## src/rtl/ser2par.sv

```systemverilog
// Serial-to-parallel converter: packs a 1-bit valid/ready stream into WIDTH-bit words.
// Words close early on din_last. A one-word hold slot absorbs a stalled output register.
module ser2par #(
  parameter int WIDTH     = 8,
  parameter bit LSB_FIRST = 1'b1
) (
  input  logic                       clk,
  input  logic                       rst,
  input  logic                       din,
  input  logic                       din_vld,
  input  logic                       din_last,
  output logic                       dout_rdy,
  output logic [WIDTH-1:0]           dout,
  output logic [$clog2(WIDTH+1)-1:0] dout_nbits,
  output logic                       dout_last,
  output logic                       dout_vld,
  input  logic                       din_rdy
);

  localparam int CW = (WIDTH > 1) ? $clog2(WIDTH) : 1;
  localparam int NW = $clog2(WIDTH + 1);

  typedef enum logic {ACCUM, HOLD} state_t;

  state_t           state;
  logic [WIDTH-1:0] acc;
  logic [CW-1:0]    cnt;
  logic [NW-1:0]    hold_nbits;
  logic             hold_last;

  logic             accept;
  logic             complete;
  logic             out_free;
  logic             load;
  logic [CW-1:0]    pos;
  logic [WIDTH-1:0] merged;
  logic [NW-1:0]    fill_nbits;
  logic [WIDTH-1:0] load_word;
  logic [NW-1:0]    load_nbits;
  logic             load_last;

  // Ready depends only on the FSM state; masking with rst keeps it low during reset.
  assign dout_rdy = (state == ACCUM) && !rst;

  // NOTE: every signal gets a default at the top of always_comb so no path leaves it
  // unassigned, which would otherwise infer a latch.
  always_comb begin
    accept      = din_vld && (state == ACCUM);
    pos         = LSB_FIRST ? cnt : CW'(WIDTH - 1) - cnt;
    merged      = acc;
    merged[pos] = din;
    complete    = accept && ((cnt == CW'(WIDTH - 1)) || din_last);
    out_free    = !dout_vld || din_rdy;
    fill_nbits  = NW'(cnt) + NW'(1);

    load        = 1'b0;
    load_word   = merged;
    load_nbits  = fill_nbits;
    load_last   = din_last;
    if (state == HOLD) begin
      load       = out_free;
      load_word  = acc;
      load_nbits = hold_nbits;
      load_last  = hold_last;
    end else begin
      load = complete && out_free;
    end
  end

  // NOTE: all state here uses non-blocking assignments so every register samples
  // the pre-edge values computed above, independent of statement order.
  always_ff @(posedge clk) begin
    if (rst) begin
      state      <= ACCUM;
      acc        <= '0;
      cnt        <= '0;
      hold_nbits <= '0;
      hold_last  <= 1'b0;
      dout       <= '0;
      dout_nbits <= '0;
      dout_last  <= 1'b0;
      dout_vld   <= 1'b0;
    end else begin
      // A load in the same cycle as a delivery replaces the word and keeps valid high.
      if (load) begin
        dout       <= load_word;
        dout_nbits <= load_nbits;
        dout_last  <= load_last;
        dout_vld   <= 1'b1;
      end else if (din_rdy) begin
        dout_vld <= 1'b0;
      end

      case (state)
        ACCUM: begin
          if (accept) begin
            if (!complete) begin
              acc <= merged;
              cnt <= cnt + CW'(1);
            end else if (out_free) begin
              acc <= '0;
              cnt <= '0;
            end else begin
              // Output register busy: park the finished word in acc.
              acc        <= merged;
              hold_nbits <= fill_nbits;
              hold_last  <= din_last;
              state      <= HOLD;
            end
          end
        end
        HOLD: begin
          if (out_free) begin
            acc   <= '0;
            cnt   <= '0;
            state <= ACCUM;
          end
        end
      endcase
    end
  end

endmodule
```

## config.mk

```make
export PLATFORM = sky130hd
export DESIGN_NAME = ser2par
export DESIGN_NICKNAME = d
export VERILOG_FILES = /design/src/rtl/ser2par.sv
export SDC_FILE = /design/constraint.sdc
export NUM_CORES = 1
export LEC_CHECK = 0
export CAP_MARGIN = 20
export CORE_MARGIN = 2
export CORE_UTILIZATION = 35
export DETAILED_ROUTE_END_ITERATION = 16
export PLACE_DENSITY_LB_ADDON = 0.05
export SLEW_MARGIN = 20
export SYNTH_ARGS = -nofsm -noshare
export SYNTH_HDL_FRONTEND = slang
export SYNTH_SLANG_ARGS = --single-unit
export TNS_END_PERCENT = 20
```

## constraint.sdc

```tcl
create_clock -name clk -period 1.7 [get_ports clk]
set_input_delay 0.17 -clock clk [delete_from_list [all_inputs] [get_ports clk]]
set_output_delay 0.17 -clock clk [all_outputs]
set_load 0.02 [all_outputs]
```

==> flow_metrics.py <==
metrics = {
    "outcome": {
        "status": "complete, no violations",
    },
    "placement": {
        "hpwlAfterDp_mm": 2.40,
        "placed_cells": 225,
        "dp_slack_ps": -24.1,
        "placement.io_buffers": 20,
        "gp_congestion": 0.804,
    },
    "cts": {
        "h-tree-depth": 2,
        "cts_buffer_depth": 2,
        "clk_pin_slew_ps": 70,
        "cts_tree": "built",
        "cts_buffers": 5,
        "cts.repair.resized": 0,
        "clk_latency_ps": 280,
        "cts-hold-fix-buffers": 0,
        "cts_root_buf": "clkbuf_8",
        "cts.sinks": 31,
        "postCtsSetupBuffers": 0,
    },
    "setup_path": {
        "critical_path_buf_inv_count": 2,
        "endpoint_kind": "primary output",
        "crit_required_ps": 1530,
        "arrival_ps": 1420,
        "r2r_start": "cnt[0]",
        "cp.depth": 3,
        "worstSetupPathType": "in2out",
        "r2r_cells": 6,
        "startpoint": "rst",
        "crit_fanout": 4,
        "reg2reg_slack_ps": 120,
        "slowest_stage": "clkdlybuf4s50_1",
        "r2r_end": "acc[7]",
        "cpPeakStageDelay_ps": 620,
        "startpoint_type": "input pin",
        "cp_cell_sequence": "clkdlybuf4s50_1 -> nor2_1 -> clkdlybuf4s50_1",
        "crit_top_cell": "clkdlybuf4s50_1",
        "worstSetupEndpoint": "dout_rdy",
        "critical_path.top_delay_family": "buffers and inverters",
    },
    "logic_synthesis": {
        "ys_async_sr_fraction_pct": 0,
        "yosysSeqAreaShare_pct": 41.2,
        "ys.flop_type": "dfxtp_1",
        "synth_top_area_share_pct": 41.2,
        "yosysTopAreaCell": "dfxtp_1",
        "ys_warn_count": 0,
        "syn_nets": 162,
        "postSynthAreaPerCell_um2": 9.77,
        "syn_area_mm2": 0.00151,
        "synth_cell_type_count": 35,
        "synth_edf_count": 0,
        "ys_ff_latch": 31,
        "synthCells": 154,
        "ys_top_cells_by_area": "dfxtp_1 (41%), mux2i_1 (11%), nor2_1 (7.2%)",
    },
    "grt": {
        "grt_max_degree": 26,
        "antenna_found_initial": 0,
        "grt_pass1_wl_mm": 5.67,
        "gr-total-overflow": 0,
        "first_global_vias": 1202,
        "groute.usage.overall_pct": 14.6,
    },
    "floorplanning": {
        "dieArea_mm2": 0.00484,
        "die_height_um": 69.6,
        "pin_count": 21,
        "fp.dieW_um": 69.6,
        "core_area_mm2": 0.00406,
        "rows": 23,
        "initial_utilization_pct": 37.1,
    },
    "final_layout": {
        "synthToLayoutAreaGrowth_pct": 26.8,
        "fill_cells": 390,
        "layout-drive-gt1-share_pct": 19.7,
        "fin_nets": 190,
        "antenna_cells": 0,
        "fin_util_pct": 47.1,
        "fin_cells": 233,
    },
    "sta": {
        "setup_viol": 0,
        "min_period_ps": 1590,
        "slew_violations": 0,
        "fin_crit_sh_pct": 93.5,
        "relSlewSlack_pct": 72.7,
        "fin_skew_ps": 3.70,
        "worstMarginPinSlew_ps": 408,
        "rsz0062_at_grt": "false",
        "hold_viol": 0,
        "setup_slack_ps": 110,
        "clock.fmax_mhz": 629,
    },
    "power_and_ir_drop": {
        "max-vdd-ir-drop_uv": 460,
        "p_clk_share_pct": 38.7,
        "netSwitchingFraction_pct": 25.4,
        "sequentialPowerShare_pct": 46.4,
        "p_switching_mw": 0.421,
        "leakagePower_nw": 0.663,
        "power_density_mw_per_mm2": 867,
        "design_power_total_mw": 1.66,
        "p_comb_share_pct": 14.9,
        "cellInternalPower_mw": 1.24,
    },
    "flow_run": {
        "drv_cap": 0,
    },
    "routing": {
        "antenna_left": 0,
        "first_pass_iters": 4,
        "vias": 1189,
        "wl_per_cell_um": 14.2,
        "drcViolationCount": 0,
        "drt_iter0_markers": 78,
        "avgViaCountPerCell": 5.10,
        "drt-total-wl_mm": 3.32,
    },
    "worst_hold_path": {
        "min_path_type": "reg2reg",
    },
}
cells in the final DEF, fill, tap and decap left out, types with 2 or more instances in the layout:
master	n
a211oi_1	5
a211oi_2	8
a21oi_1	2
a22o_1	2
buf_12	2
buf_4	8
clkbuf_8	7
clkdlybuf4s50_1	20
dfxtp_1	31
ha_1	2
inv_1	2
mux2i_1	16
nand2_1	2
nand2b_1	3
nand3_1	2
nor2_1	28
nor3_1	8
nor3_2	3
o21ai_0	8
o2bb2ai_1	7
final cells by class:
| class | instances | area [um2] | share of cell area [%] |
|---|---|---|---|
| multi-input combinational | 111 | 815 | 42.7 |
| clock buffer | 8 | 100 | 5.24 |
| sequential | 31 | 621 | 32.5 |
| timing repair buffer | 30 | 300 | 15.7 |
| inverter | 3 | 11.3 | 0.590 |
| tap | 50 | 62.6 | 3.28 |
synth_stat cells (2+ instances only):
library cell,n
buf_6,4
o2bb2ai_1,7
ha_1,2
nand2b_1,3
clkbuf_1,3
a21oi_1,2
inv_1,2
a22o_1,2
nor3_2,3
dfxtp_1,31
nor2_1,29
nand3_1,2
mux2i_1,16
nor3_1,8
nand2_1,2
o21ai_0,8
a211oi_2,8
a211oi_1,5
how the worst min path moves through the flow:
| stage | from | endpoint | slack, ps | cells past startpoint |
|---|---|---|---|---|
| 2_1_floorplan | din_last | hold_last | 320 | 2 |
| 3_3_place_gp | acc[5] | acc[5] | 460 | 1 |
| 3_5_place_dp | acc[1] | acc[1] | 450 | 1 |
| 4_1_cts | acc[1] | acc[1] | 470 | 1 |
| 5_1_grt | acc[1] | acc[1] | 500 | 1 |
| 6_report | acc[4] | acc[4] | 470 | 1 |
kinds of logic (layout without fill, tap and decap cells):
| kind of cell | after synthesis | after routing | share of synthesized area (%) |
|---|---|---|---|
| and+or+nand+nor | 52 | 52 | 17.1 |
| AOI/OAI and AO/OA | 40 | 40 | 23.3 |
| DFF | 31 | 31 | 41.2 |
| muxes | 17 | 17 | 11.4 |
| buffers and inverters | 12 | 41 | 5.32 |
| adders and majority gates | 2 | 2 | 1.66 |
power groups by stage:
stage / Sequential, mW / Clock, mW / Combinational (mW)
after floorplan: 0.812 / 0 / 0.124
after global placement: 0.784 / 0 / 0.243
after detailed placement: 0.783 / 0 / 0.246
after CTS: 0.768 / 0.663 / 0.247
after global routing: 0.771 / 0.686 / 0.268
final: 0.768 / 0.641 / 0.247
flip-flops by register name (all words and copies together), names as in the netlist:
name	cells
dout_last	1
hold_nbits	4
cnt	3
acc	8
dout	8
dout_nbits	4
state	1
hold_last	1
dout_vld	1
per-stage QoR:
stage	hold WS [ps]	instance area [um2]	setup TNS [ps]
3_5_place_dp	452	1800	-24.1
4_1_cts	474	1900	0
6_report	473	1910	0
3_3_place_gp	459	1800	0
2_1_floorplan	317	1510	0
5_1_grt	499	1910	0
routing by layer:
| layer | share of wire, % | track usage, % | vias up |
|---|---|---|---|
| li1 | - | - | 612 |
| met1 | 53 | 20.8 | 550 |
| met2 | 41 | 20.2 | 22 |
| met3 | 4.7 | 5.09 | 5 |
| met4 | 1.3 | 5.23 | 0 |
| met5 | 0 | 0 | - |
Power figures use the tool's default switching activity.
==> patch, RTL diff (same settings) <==
The parameter `LSB_FIRST` goes from 1'b1 to 1'b0.
--- a/src/rtl/ser2par.sv
+++ b/src/rtl/ser2par.sv
@@ -2,7 +2,7 @@
 // Words close early on din_last. A one-word hold slot absorbs a stalled output register.
 module ser2par #(
   parameter int WIDTH     = 8,
-  parameter bit LSB_FIRST = 1'b1
+  parameter bit LSB_FIRST = 1'b0
 ) (
   input  logic                       clk,
   input  logic                       rst,
Behaviour: not the same (Yosys sat finds a counterexample within 4 cycles, from zero or initial values and one cycle with rst high).
==> patch against the original RTL <==
  * Setup slack worse by 0.091 ns
  * Power up 4.3%
  * Wire length up 19%
  * Area after synthesis up 0.25%
  * Sequential cell count unchanged
  * Sequential share of layout area down 3.3 points
  * Design area up 12%
  * Sequential power about the same
  * Critical path type is now reg -> reg
  * Largest cell class unchanged
  * Highest routed layer unchanged
==> patch: results (changes against the original RTL) <==
INFO  drt            wire_per_inst=16.3um [+14%]
INFO  grt            grtUsageMet2=23.5% [+3.3 points]
INFO  worst_setup_path critical_path_arrival=1.90ns [+0.48 ns]
INFO  outcome        run_status=completed
INFO  logic_synthesis netlist-cell-type-count=33 [-5.7%]
INFO  pwr            total_leakage_power=0.787nW [+19%]
INFO  logic_synthesis ys_seq_area_share=41.1% [-0.10 points]
INFO  drt            met2WireLength=1770um [+29%]
INFO  timing         timing.max_slew.rel_slack=66.4% [-6.3 points]
INFO  placement      dp_cells=229 [+1.8%]
INFO  logic_synthesis synth_compound_area_share=20.9% [-2.4 points]
INFO  timing         worst_clock_skew=0.00535ns [+0.00165 ns]
INFO  grt            wire_length_of_the_first_global_routing_pass=6220um [+9.6%]
INFO  finish         design.final.nets=200 [+5.3%]
INFO  logic_synthesis postSynthNetCount=165 [+1.9%]
INFO  drt            met1_routed_wirelength_after_detailed_routing=1950um [+12%]
INFO  finish         post_route_cells_drive_above_1_share=33.7% [+14 points]
INFO  pwr            net-switching-power=0.000461W [+9.7%]
INFO  logic_synthesis post_synthesis_share_of_cell_area_spent_on_full_adders_half_adders_and_majority_gates=1.66% [-0.0041 points]
INFO  logic_synthesis synth.area.top_cells=sky130_fd_sc_hd__dfxtp_1 41%, sky130_fd_sc_hd__mux2i_1 11%, sky130_fd_sc_hd__a211oi_2 7.5%
INFO  drt            drtIter0Drc=81 [+3.8%]
INFO  placement      hpwlAfterDp=2430um [+1.4%]
INFO  placement      finalWeightedCongestion=0.838 [+4.3%]
INFO  drt            routed-wl-met3=175um [+11%]
INFO  drt            num_vias=1277 [+7.4%]
INFO  logic_synthesis synthTopCellsByCount=31 x sky130_fd_sc_hd__dfxtp_1, 28 x sky130_fd_sc_hd__nor2_1, 17 x sky130_fd_sc_hd__mux2i_1
INFO  finish         number_of_fill_cells_in_the_layout=381 [-2.3%]
INFO  grt            combined_global_route_utilization_of_all_metal_layers=16.3% [+1.7 points]
INFO  cts            cts_setup_buffers=1 [+1]
INFO  grt            grt.met1_usage=23.0% [+2.3 points]
INFO  grt            first_global_vias=1243 [+3.4%]
INFO  logic_synthesis synth.avg_cell_area=9.61um2 [-1.7%]
INFO  grt            met3_usage=4.51% [-0.58 points]
INFO  worst_setup_path critPathMaxFanout=8 [+4]
INFO  cts            post_cts.resized_instances=7 [+7]
INFO  drt            routed_wl=3960um [+19%]
[patch: logic make-up after synthesis]
kind of cell	Yosys count
adders and majority gates	2
muxes	18
buffers and inverters	14
and+or+nand+nor	54
DFF	31
AOI/OAI and AO/OA	38
[patch: final cells by class]
cell class              instances  area (um2)  share of cell area (%)
clock buffers                   7        96.3                    4.50
clock inverters                 1        7.51                   0.351
inverters                       3        15.0                   0.702
multi-input cells             112         931                    43.5
flip-flops and latches         31         624                    29.2
well taps                      50        62.6                    2.92
repair buffers                 39         403                    18.8
[patch: power by group through the flow]
stage / registers, W / logic [W] / clock network [W]
after global routing: 0.000771 / 0.000323 / 0.000713
after floorplan: 0.000810 / 0.000129 / 0
after CTS: 0.000767 / 0.000262 / 0.000673
after global placement: 0.000783 / 0.000249 / 0
after detailed placement: 0.000782 / 0.000251 / 0
final: 0.000768 / 0.000301 / 0.000658
[patch: through the flow]
step	setup TNS, ns	hold WS [ns]	instance area [um2]
floorplan	0	0.314	1520
global placement	0	0.456	1810
detailed placement	-0.00401	0.457	1810
CTS	0	0.482	1960
global route	-0.0699	0.491	2140
finish	0	0.477	2140
[patch: worst max-delay path, stage by stage, from the launching register on]
cell and delay, ns:
sky130_fd_sc_hd__dfxtp_2 0.34, sky130_fd_sc_hd__ha_4 0.16, sky130_fd_sc_hd__ha_4 0.15, sky130_fd_sc_hd__or2_4 0.27, sky130_fd_sc_hd__a211o_4 0.41, sky130_fd_sc_hd__o21ai_1 0.16, sky130_fd_sc_hd__o2bb2ai_1 0.12
[patch: path summary, 6_finish.rpt]
path | startpoint | to | slack (ns) | cells past startpoint
setup reg to reg | cnt[0] | acc[1] | 0.02 | 6
hold / removal | acc[7] | acc[7] | 0.48 | 1
setup / recovery | cnt[0] | acc[1] | 0.02 | 6
hold reg to reg | acc[7] | acc[7] | 0.48 | 1
